[config.mk]
export PLATFORM = sky130hd
export DESIGN_NAME = mod_n_ctr
export DESIGN_NICKNAME = d
export VERILOG_FILES = /design/src/rtl/mod_n_ctr.sv
export SDC_FILE = /design/constraint.sdc
export NUM_CORES = 1
export LEC_CHECK = 0
export CORE_AREA = 2 2 39 41
export DETAILED_ROUTE_END_ITERATION = 10
export DIE_AREA = 0 0 41 43
export PLACE_DENSITY = 0.46
export SYNTH_ARGS = -nofsm -noshare
export SYNTH_HDL_FRONTEND = slang
export SYNTH_SLANG_ARGS = --single-unit
[constraint.sdc]
create_clock -name clk -period 2.68 [get_ports clk]
set_input_delay 0.804 -clock clk [delete_from_list [all_inputs] [get_ports clk]]
set_output_delay 0.804 -clock clk [all_outputs]
set_load 0.02 [all_outputs]
[src/rtl/mod_n_ctr.sv]
// Modulo-N counter with terminal-count flag and wrap pulse.
// Define MODN_CTR_CTRL_EN to add the enable, direction and load controls.
module mod_n_ctr #(
    parameter int unsigned WIDTH = 4,
    parameter int unsigned N     = 10
) (
    input  logic             clk,
    input  logic             rstn,
`ifdef MODN_CTR_CTRL_EN
    input  logic             en_i,
    input  logic             up_dn_i,
    input  logic             load_i,
    input  logic [WIDTH-1:0] load_val_i,
`endif
    output logic [WIDTH-1:0] out_o,
    output logic             tc_o,
    output logic             wrap_o
);

    if (WIDTH < 1 || WIDTH > 31 || N < 2 || longint'(N) > (longint'(1) << WIDTH)) begin : gen_bad_cfg
        $error("mod_n_ctr: N=%0d illegal for WIDTH=%0d", N, WIDTH);
    end

    localparam logic [WIDTH-1:0] MaxVal = WIDTH'(N - 1);

    logic             en;
    logic             up_dn;
    logic             load;
    logic [WIDTH-1:0] load_val;

`ifdef MODN_CTR_CTRL_EN
    assign en       = en_i;
    assign up_dn    = up_dn_i;
    assign load     = load_i;
    assign load_val = load_val_i;
`else
    assign en       = 1'b1;
    assign up_dn    = 1'b1;
    assign load     = 1'b0;
    assign load_val = '0;
`endif

    logic [WIDTH-1:0] out_q, out_d;

    always_comb begin
        out_d = out_q;
        if (load) begin
            // Out-of-range loads fall back to 0 so the count never leaves 0..N-1
            out_d = (load_val <= MaxVal) ? load_val : '0;
        end else if (en && up_dn) begin
            out_d = (out_q == MaxVal) ? '0 : out_q + WIDTH'(1);
        end else if (en) begin
            out_d = (out_q == '0) ? MaxVal : out_q - WIDTH'(1);
        end else begin
            out_d = out_q;
        end
    end

    always_ff @(posedge clk) begin
        if (!rstn) begin
            out_q <= '0;
        end else begin
            out_q <= out_d;
        end
    end

    assign out_o  = out_q;
    assign tc_o   = up_dn ? (out_q == MaxVal) : (out_q == '0);
    assign wrap_o = tc_o & en & ~load;

endmodule

==> out/results.tsv <==
stage	metric	value	unit
cts	cts_tree	done	
place	dp_hpwl	292	µm
layout	drive_above_1_share	0.133	
pwr	p_leak	0.113	nW
floorplan	fp.dieH	43	µm
grt	grt_antenna_before_repair	0	
layout	nets	36	
sta	tightest_slew	251	ps
sta	finalClockSkew	4.81	ps
cts	clockBufferDepth	2	
cts	cts_resized	0	
setup_path	cp-start-kind	flop	
drt	drc	0	
sta	post-route-period-util	0.918	
synth	syn_nets	25	
run	max_cap_violations	0	
cts	cts_setup_buffers	0	
synth	synth-edff-count	0	
layout	largest_reg_flops	4	
synth	synthArstFlopShare	0	
floorplan	die_w	41	µm
sta	setup-violations-final	0	
pwr	power	168	µW
grt	grt_max_degree	9	
synth	syn_inst	21	
cts	root_buffer	clkbuf_4	
floorplan	initial_core_util	0.142	
setup_path	worstPathRequired	1880	ps
floorplan	num_rows	14	
drt	wl_per_cell	8.72	µm
place	io_buffers	7	
setup_path	r2r-end	out_o[1]$_SDFF_PP0_	
setup_path	worstPathArrival	1660	ps
synth	avgSynthCellArea	9.35	µm²
grt	track_usage	0.0744	
synth	yosysMostFrequentCell	dfxtp_1	
drt	via_per_inst	3.78	
setup_path	rr_worst_depth	4	
cts	cts_hold_buf	0	
sta	setup_tns	0	ps
synth	synth_top_area_cell	dfxtp_1	
drt	ant_nets	0	
pwr	peakVddDrop	0.228	mV
floorplan	design.core.area	1380	µm²
layout	utilization	0.218	
drt	wl	401	µm
sta	final.setup.worst_slack	220	ps
setup_path	startpoint	out_o[0]$_SDFF_PP0_	
drt	route.vias.total	174	
floorplan	die_area	1760	µm²
setup_path	crit_fanout	5	
place	gp_congestion	0.598	
floorplan	ioPinCount	8	
synth	synth_area_leaders	dfxtp_1 (41%), ha_1 (13%), nor3b_1 (7.6%), and3_4 (5.7%), nor2_1 (5.7%)	
drt	first_pass_iters	2	
layout	n_fill_cell	150	
synth	synthFlopType	dfxtp_1	
place	dp_slack	465	ps
synth	yosysWarnings	0	
cts	numCtsBuffers	3	
grt	grt_first_pass_wirelength	731	µm
setup_path	critPathKind	reg -> out	
cts	htree_levels	1	
synth	ys_seq_area_frac	0.408	
cts	clk_latency	240	ps
synth	syn-cell-area	196	µm²
synth	synth.top_cell.area_share	0.408	
drt	drt_iter0_markers	2	
sta	hold_viol_final	0	
synth	ys_ff_latch	4	
sta	period_minus_slack	2460	ps
synth	ys_types	13	
min_path	hp-class	reg -> reg	
cts	cts.sinks	4	
layout	area_delta_synth_final	53.5	%
grt	grt_overflow	0	
setup_path	crit_path_end_kind	output pin	
outcome	status	finished, final reports clean	
cts	clk_pin_slew	30	ps
setup_path	ff2ff_setup_slack	1580	ps
setup_path	r2r-start	out_o[0]$_SDFF_PP0_	
sta	rsz0062_at_grt	false	
pwr	powerDensity	556	nW/µm²
sta	maxSlewHeadroom	0.831	
grt	grt_pass1_vias	174	
layout	antenna_cells	0	
sta	final-max-slew-violation-count	0	
sta	clock.fmax	407	MHz
synth	ys_top_cells_by_count	dfxtp_1 (4), nor2_1 (3), ha_1 (2), nand2_1 (2), nor3b_1 (2)	
setup_path	crit_path_end	tc_o	
## how the worst min path moves through the flow
| stage | to | start | slack (ps) | cells past startpoint |
|---|---|---|---|---|
| final | out_o[0]$_SDFF_PP0_ | out_o[0]$_SDFF_PP0_ | 470 | 1 |
| after global placement | out_o[0]$_SDFF_PP0_ | out_o[0]$_SDFF_PP0_ | 460 | 1 |
| after global routing | out_o[0]$_SDFF_PP0_ | out_o[0]$_SDFF_PP0_ | 510 | 1 |
| after floorplan | out_o[0]$_SDFF_PP0_ | out_o[0]$_SDFF_PP0_ | 530 | 1 |
| after CTS | out_o[0]$_SDFF_PP0_ | out_o[0]$_SDFF_PP0_ | 480 | 1 |
| after detailed placement | out_o[0]$_SDFF_PP0_ | out_o[0]$_SDFF_PP0_ | 470 | 1 |
## stage by stage
| stage | cells | hold WS (ps) | instance area, µm² |
|---|---|---|---|
| after detailed placement | 43 | 467 | 279 |
| after global placement | 43 | 465 | 279 |
| after CTS | 46 | 476 | 302 |
| final | 46 | 472 | 302 |
| after floorplan | 21 | 532 | 196 |
| after global routing | 46 | 506 | 302 |
## layout make-up
class,count,area [µm²],share of cell area
multi-input combinational,15,105,0.349
sequential,4,80.1,0.266
timing repair buffer,7,70.1,0.232
clock buffer,3,22.5,0.0747
tap,16,20.0,0.0664
inverter,1,3.75,0.0124
## routing by layer
metal / routed length (µm) / GRT usage
met1: 188 / 0.0839
met2: 122 / 0.0656
met3: 78 / 0.0942
met4: 11 / 0.0600
met5: 0 / 0
## cell usage in the layout, fill, tap and decap left out, drive strengths merged
master         synthesis  routed
and3                   1       1
dfxtp                  4       4
clkdlybuf4s50          0       7
nor2                   3       3
nand2                  2       2
ha                     2       2
nand3b                 1       1
clkbuf                 0       3
nand2b                 1       1
o31a                   1       1
nor3b                  2       2
o21ai                  1       1
a21boi                 1       1
inv                    1       1
## where the power goes
part	total [mW]	internal (mW)	switching (mW)	leakage, nW
sequential	0.0684	0.0637	0.00469	0.0329
combinational	0.0221	0.0115	0.0106	0.0666
clock	0.0773	0.0502	0.0271	0.0138
## cells by family after synthesis
kind of cell / count (synthesis) / synth area share
flops: 4 / 0.408
simple gates: 10 / 0.299
compound gates: 3 / 0.108
fa+ha+maj: 2 / 0.127
buf+inv: 2 / 0.0573
## worst max-delay path, cell delays in order (launching register included)
cell	delay, ps
dfxtp_1	390
ha_1	190
nand2_1	90
nor2_1	130
clkdlybuf4s50_1	620
Power figures use the tool's default switching activity.
